**config.mk**
```make
export PLATFORM = sky130hd
export DESIGN_NAME = bcd_tc_to_bin
export DESIGN_NICKNAME = d
export VERILOG_FILES = /design/src/rtl/bcd_pkg.sv /design/src/rtl/bcd_digit_mac.sv /design/src/rtl/bcd_tc_to_bin.sv
export SDC_FILE = /design/constraint.sdc
export NUM_CORES = 1
export LEC_CHECK = 0
export ABC_CLOCK_PERIOD_IN_PS = 2550
export CORE_MARGIN = 3
export CORE_UTILIZATION = 54
export DETAILED_ROUTE_END_ITERATION = 6
export PLACE_DENSITY = 0.83
export SKIP_LAST_GASP = 1
export SYNTH_ARGS = -nofsm -noshare
export SYNTH_HDL_FRONTEND = slang
export SYNTH_SLANG_ARGS = --single-unit
```
**constraint.sdc**
```tcl
create_clock -name clk -period 2.55 [get_ports clk]
set_clock_uncertainty 0.05 [all_clocks]
set_input_delay 0.255 -clock clk [delete_from_list [all_inputs] [get_ports clk]]
set_output_delay 0.255 -clock clk [all_outputs]
set_load 0.005 [all_outputs]
```
**src/rtl/bcd_pkg.sv**
```systemverilog
// Shared constants, state encoding and helpers for the 10's-complement BCD decoder.
package bcd_pkg;

    localparam int DIGIT_W = 4;
    localparam logic [DIGIT_W-1:0] SIGN_POS = 4'h0;
    localparam logic [DIGIT_W-1:0] SIGN_NEG = 4'h9;

    typedef enum logic [1:0] {
        IDLE = 2'd0,
        CONV = 2'd1,
        ADJ  = 2'd2,
        DONE = 2'd3
    } state_t;

    function automatic int unsigned pow10(input int unsigned n);
        int unsigned r;
        r = 1;
        for (int unsigned i = 0; i < n; i++) begin
            r = r * 10;
        end
        return r;
    endfunction

endpackage

```
**src/rtl/bcd_digit_mac.sv**
```systemverilog
// One decimal step of the conversion: acc*10 + digit via shift-add, plus a
// flag for a nibble that is not a decimal digit.
module bcd_digit_mac
    import bcd_pkg::*;
#(
    parameter int ACC_W = 10
) (
    input  logic [ACC_W-1:0]   acc,
    input  logic [DIGIT_W-1:0] digit,
    output logic [ACC_W-1:0]   acc_next,
    output logic               digit_bad
);

    assign acc_next  = (acc << 3) + (acc << 1) + ACC_W'(digit);
    assign digit_bad = (digit > 4'd9);

endmodule

```
**src/rtl/bcd_tc_to_bin.sv**
```systemverilog
// Digit-serial decoder from sign-digit 10's-complement BCD to two's-complement binary.
//
// state | meaning
// IDLE  | in_ready high, waiting for a word
// CONV  | one magnitude digit per edge folded into acc, MSD first
// ADJ   | apply sign / error, load result registers
// DONE  | result held until out_ready
module bcd_tc_to_bin
    import bcd_pkg::*;
#(
    parameter int DIGITS = 3,
    parameter int W      = 12
) (
    input  logic                          clk,
    input  logic                          rst_n,
    input  logic                          in_valid,
    output logic                          in_ready,
    input  logic [DIGIT_W*(DIGITS+1)-1:0] bcd_in,
    output logic                          out_valid,
    input  logic                          out_ready,
    output logic signed [W-1:0]           bin_out,
    output logic                          err
);

    localparam int MAG_W = DIGIT_W * DIGITS;
    localparam int ACC_W = $clog2(pow10(DIGITS));
    localparam int CNT_W = $clog2(DIGITS + 1);
    localparam logic [W-1:0] BIAS = W'(pow10(DIGITS));

    state_t             state_q, state_d;
    logic [MAG_W-1:0]   shreg_q;
    logic [ACC_W-1:0]   acc_q;
    logic [ACC_W-1:0]   acc_next;
    logic [CNT_W-1:0]   cnt_q;
    logic               neg_q;
    logic               err_q;
    logic               digit_bad;
    logic [DIGIT_W-1:0] sign;
    logic [DIGIT_W-1:0] msd;

    assign sign     = bcd_in[DIGIT_W*(DIGITS+1)-1 -: DIGIT_W];
    assign msd      = shreg_q[MAG_W-1 -: DIGIT_W];
    assign in_ready = (state_q == IDLE);

    bcd_digit_mac #(.ACC_W(ACC_W)) u_mac (
        .acc       (acc_q),
        .digit     (msd),
        .acc_next  (acc_next),
        .digit_bad (digit_bad)
    );

    always_comb begin
        state_d = state_q;
        case (state_q)
            IDLE:    if (in_valid) state_d = CONV;
            CONV:    if (cnt_q == '0) state_d = ADJ;
            ADJ:     state_d = DONE;
            DONE:    if (out_ready) state_d = IDLE;
            default: state_d = IDLE;
        endcase
    end

    always_ff @(posedge clk) begin
        if (!rst_n) begin
            state_q   <= IDLE;
            shreg_q   <= '0;
            acc_q     <= '0;
            cnt_q     <= '0;
            neg_q     <= 1'b0;
            err_q     <= 1'b0;
            bin_out   <= '0;
            err       <= 1'b0;
            out_valid <= 1'b0;
        end else begin
            state_q <= state_d;
            case (state_q)
                IDLE: begin
                    if (in_valid) begin
                        shreg_q <= bcd_in[MAG_W-1:0];
                        acc_q   <= '0;
                        cnt_q   <= CNT_W'(DIGITS - 1);
                        neg_q   <= (sign == SIGN_NEG);
                        err_q   <= (sign != SIGN_POS) && (sign != SIGN_NEG);
                    end
                end
                CONV: begin
                    // Bad digits are caught as they pass the MAC; every digit of the word
                    // is seen before ADJ, so the flag is complete when it is used.
                    acc_q   <= acc_next;
                    shreg_q <= shreg_q << DIGIT_W;
                    cnt_q   <= cnt_q - CNT_W'(1);
                    err_q   <= err_q | digit_bad;
                end
                ADJ: begin
                    bin_out   <= err_q ? '0 : (neg_q ? W'(acc_q) - BIAS : W'(acc_q));
                    err       <= err_q;
                    out_valid <= 1'b1;
                end
                DONE: begin
                    if (out_ready) out_valid <= 1'b0;
                end
                default: ;
            endcase
        end
    end

endmodule

```
# After elaboration in Yosys (flattened, before gate mapping)
# Index checks and enable logic that the tools add are counted.
# totals
register_bits	42
inputBits	20
output_inout_bits	15
elab_cells	49
# classes
addsub	4
magnitude_cmp	1
eq_ne	8
n_mux	16
bitwise	1
n_reduce_logical	10
# op_table
operator	n
12-bit two-way mux	3
12-bit one-hot mux with 2 select lines	1
10-bit one-hot mux with 2 select lines	1
10-bit by 10-bit subtractor with 11-bit output, second input constant	1
10-bit adder	1
10-bit by 4-bit adder with 10-bit output	1
10-bit two-way mux	1
2-bit two-way mux	4
2-bit one-hot mux with 4 select lines	1
2-bit inequality test, second input constant	3
2-bit AND reduction	3
2-bit == test, second input constant	2
4-bit == test, second input constant	1
4-bit > comparator, second input constant	1
2-bit logical NOT	2
4-bit inequality test, second input constant	1
1-bit one-hot mux with 2 select lines	2
2-bit one-hot mux with 2 select lines	1
2-bit nonzero test	2
4-bit nonzero test	1
3-bit AND reduction	1
2-bit by 1-bit == test with 1-bit output, second input constant	1
1-bit two-way mux	2
2-bit by 1-bit subtractor with 2-bit output, second input constant	1
2 further kinds	2

# Depth between registers and ports, before layout
# depth
depth_word	4
depth_mapped	9
depth_no_buf	9

# Hierarchy
# A second synthesis with hierarchy kept.
# unflattened
cells_unflattened	247
area_unflattened_um2	2238.4
# modules_own_cells
module	n_inst	cells_each	area_each_um2	seq_area_each_um2
bcd_tc_to_bin	1	199	1823.0	820.8
bcd_digit_mac	1	48	415.4	0.0

# Worst setup path before layout
# No wires, ideal clock.
# synth_timing
path_type	reg2reg
startpoint	register shreg_q[11]
endpoint	register acc_q[8]
setup_ns	0.123
arrival_ns	2.098
required_time_ns	2.377
slack_ns	0.280
stages_incl_launch_ff	10
path_buffers	0
synth_period_minus_slack_ns	2.270
path_cell_list	dfxtp_1 > inv_1 > fa_1 > inv_1 > fa_1 > a21o_1 > a211oi_1 > o21bai_1 > xnor2_1 > o21ai_0
# synth_via
elab_chain_len	2
# synth_lines
item	line_no	source
start, declared	bcd_tc_to_bin.sv:31	logic [MAG_W-1:0] shreg_q;
start signal, assigned	bcd_tc_to_bin.sv:79	shreg_q <= bcd_in[MAG_W-1:0];
start signal, assigned	bcd_tc_to_bin.sv:90	shreg_q <= shreg_q << DIGIT_W;
10-bit by 4-bit adder with 10-bit output	bcd_digit_mac.sv:14	assign acc_next = (acc << 3) + (acc << 1) + ACC_W'(digit);
10-bit one-hot mux with 2 select lines	bcd_tc_to_bin.sv:76	case (state_q)
end signal, assigned	bcd_tc_to_bin.sv:89	acc_q <= acc_next;
end, declared	bcd_tc_to_bin.sv:32	logic [ACC_W-1:0] acc_q;
# No other way between the ends.
# A chain may end at the register's enable or synchronous reset.

# Worst setup path after layout
# Same ends and word-level chain as after synthesis.

==> impl_results.md <==
- Distinct cells, synth: 41
- Final hold violations: 0
- Root buf cell: clkbuf_8
- Synth Area in Simple Gates: 16.2%
- Top cell type's share of synthesized area: 35.7%
- Hold Crit Class: register to register
- Setup_tns: 0 ns
- Synth cell count leaders: dfxtp_1, inv_1, ha_1, nand2_1, nor2b_1
- Compound-gate portion of the synthesized area: 18.0%
- WP data arrival: 2.51 ns
- CTS Buffer Depth: 2
- Switching Fraction: 37.7%
- Placed Cells: 323
- Total track usage: 19.2%
- Final WS setup: 0.160 ns
- Total core area: 4060 sq um
- CTS Sinks: 41
- Main combinational cell family by area after synthesis: compound AO/OA/AOI/OAI gates
- Largest cells by area after synthesis: dfxtp_1, ha_1, mux2i_1, nor2b_1, o211a_1
- Post-synthesis cell area: 2300 sq um
- Slew headroom: 51.6%
- Proportion of synthesized area in mux cells: 4.79%
- H-tree depth: 2
- Worst Path Buf+Inv: 2
- Final setup fails: 0
- Leak Pwr: 1.21 nW
- Cell Chain, Critical Path: inv_1 > fa_1 > inv_1 > fa_2 > a21o_1 > a211oi_2 > o21bai_1 > xnor2_1 > o21ai_0
- Detailed Route WL: 4610 um
- Setup Fix Bufs, Post-CTS: 0
- R2R setup slack: 0.16 ns
- First-pass GRT wire length: 7860 um
- Cts bufs inserted: 5
- Syn nets: 292
- Drc violations: 0
- Worst setup SP type: register
- Post-place setup slack: 0.00135 ns
- Fin cells: 331
- Status: completed
- Top-count cell post-synth: dfxtp_1
- P per Cell Area: 754 nW/um^2
- CP required: 2.67 ns
- CP top delay family: adder cells
- Main synth FF type: dfxtp_1
- Dpl cell area: 2650 sq um
- Final #Nets: 322
- CTS tree: done
- Synthesis-to-finish area growth: 19.6%
- Final Util: 67.7%
- Sequential group share of total power: 40.9%
- Gpl congestion: 0.795
- WP depth: 9
- Number of synthesized flops with an enable pin: 0
- CP Capture Type: register
- Vias in the first global route: 1700
- Slowest CP cell: fa_1
- Async set-reset flop share out of synthesis: 0%
- Syn Inst Count: 250
- Worst hold-check slack: 0.446 ns
- Crit path capture: acc_q[8]
- Total Power: 2.07 mW
- DR vias: 1819
- Clk slew on worst S/H paths: 0.08 ns
- Final period utilization: 93.7%
- Clock Latency Late Sink: 0.29 ns
- Kind of critical path: register to register
- Routed vias/inst: 5.50
- Max-Cap Viols: 0
- Maximum vdd drop: 471 uV
- Number of DRC markers in iteration 0: 113
- Syn Area/Cell: 9.19 sq um
- Comb power frac: 39.0%
- RSZ-0062 raised after global routing: false
- Largest area contributor in the netlist: dfxtp_1
- Post-synthesis xor/xnor area fraction: 5.72%
- Post-DP HPWL: 3330 um
- Slowest stage delay, CP: 0.52 ns
- Synth warnings: 0
- Max FO, Critical Path: 3
- Area of the die: 5080 sq um
- Row count: 23
- Initial Util: 56.6%
- Reg2reg end: acc_q[8]
- Min Tclk post-route: 2.39 ns
- Avg WL per Cell: 13.9 um
- Beginning of the worst register-to-register path: shreg_q[11]
- First-pass iteration count of the detailed router: 4
- Reg2reg path depth: 9
- Fmax: 418 MHz
- Sw Pwr: 0.782 mW
- Initial antenna violation count: 0
- IO buf count: 34
- P_int: 1.29 mW
- Top cell by count, worst path: inv_1
- Seq cells post-synth: 41
- DIE HEIGHT: 71.2 um
- Layout cells sized above 1: 7.47%
- Design area: 2750 sq um
- ANT cells: 0
- Sequential fraction of the synthesis area: 35.7%
- Largest net degree at the start of global routing: 35
- Clock power share: 20.2%
- Synth Area in Adders: 12.6%
- Die width: 71.2 um
- I/O Pins: 35
- Critical path launch point: shreg_q[11]
- Post-DRT Antenna Nets: 0
- Remaining Overflow, GRT: 0
- Worst slew pin tran: 0.727 ns
- Max Slew Vio Count: 0
## per-layer routing
layer / up-vias / routed length [um] / global-route usage [%]
met5: - / 0 / 0
met3: 6 / 163 / 4.07
met2: 34 / 2280 / 32.2
met1: 858 / 2120 / 25.3
met4: 0 / 51 / 5.01
li1: 921 / - / -
## worst min-delay path: cells and delay by family, from the launching register on
kind               cells  cell delay, ns
and+or+nand+nor        1            0.06
AOI/OAI and AO/OA      1            0.07
DFF                    1            0.32
## cell type report
| type | instances | area (sq um) |
|---|---|---|
| Multi-Input combinational cell | 174 | 1330 |
| Fill cell | 324 | 1310 |
| Sequential cell | 41 | 823 |
| Timing Repair Buffer | 36 | 368 |
| Inverter | 22 | 82.6 |
| Clock buffer | 5 | 68.8 |
| Tap cell | 50 | 62.6 |
| Clock inverter | 3 | 17.5 |
## power by group through the flow
stage	registers, mW	logic (mW)	clock network (mW)
after floorplan	0.832	0.642	0
after global placement	0.851	0.776	0
after detailed placement	0.860	0.794	0
after CTS	0.845	0.805	0.422
after global routing	0.862	0.907	0.450
final	0.847	0.808	0.418
## flip-flops by register name, summed over array words and instances (netlist names)
name / count
shreg_q: 12
err_q: 1
neg_q: 1
err: 1
state_q: 2
bin_out: 11
out_valid: 1
acc_q: 10
cnt_q: 2
## worst min-delay path by stage
stage | start | endpoint | slack (ns) | cells after the start
after global placement | bin_out[8] | bin_out[8] | 0.43 | 2
after CTS | bin_out[10] | bin_out[10] | 0.45 | 2
after floorplan | rst_n | bin_out[8] | 0.34 | 2
after global routing | shreg_q[7] | shreg_q[7] | 0.47 | 1
final | bin_out[10] | bin_out[10] | 0.45 | 2
after detailed placement | shreg_q[7] | shreg_q[7] | 0.44 | 1
## what timing repair did
item,4_1_cts,5_1_grt
endpoints found under the setup margin,1,1
endpoints found under the hold margin,0,0
pin swaps,0,2
gates resized for setup,1,3
hold buffers,0,0
## cells in the final DEF (no fill, tap or decap), types with 2 or more instances in the layout
cell,count
a21o_1,3
ha_1,20
o21ai_2,3
a22oi_1,10
clkinv_2,2
dfxtp_2,2
a21oi_1,7
inv_1,22
xnor2_1,5
nor2b_1,17
o22ai_1,9
o211a_1,10
nand3_1,8
clkdlybuf4s50_1,34
nand2b_1,2
dfxtp_1,39
clkbuf_8,5
mux2i_1,11
and2_1,10
o21ai_0,9
xor2_1,10
nand2_1,20
## kinds of logic (layout without fill, tap and decap cells)
kind of cell	after synthesis	in the layout
DFF	41	41
adders and majority gates	22	22
muxes	11	11
and+or+nand+nor	68	68
buffers and inverters	35	66
AOI/OAI and AO/OA	58	58
xor gates and xnor gates	15	15
Power figures use the tool's default switching activity.
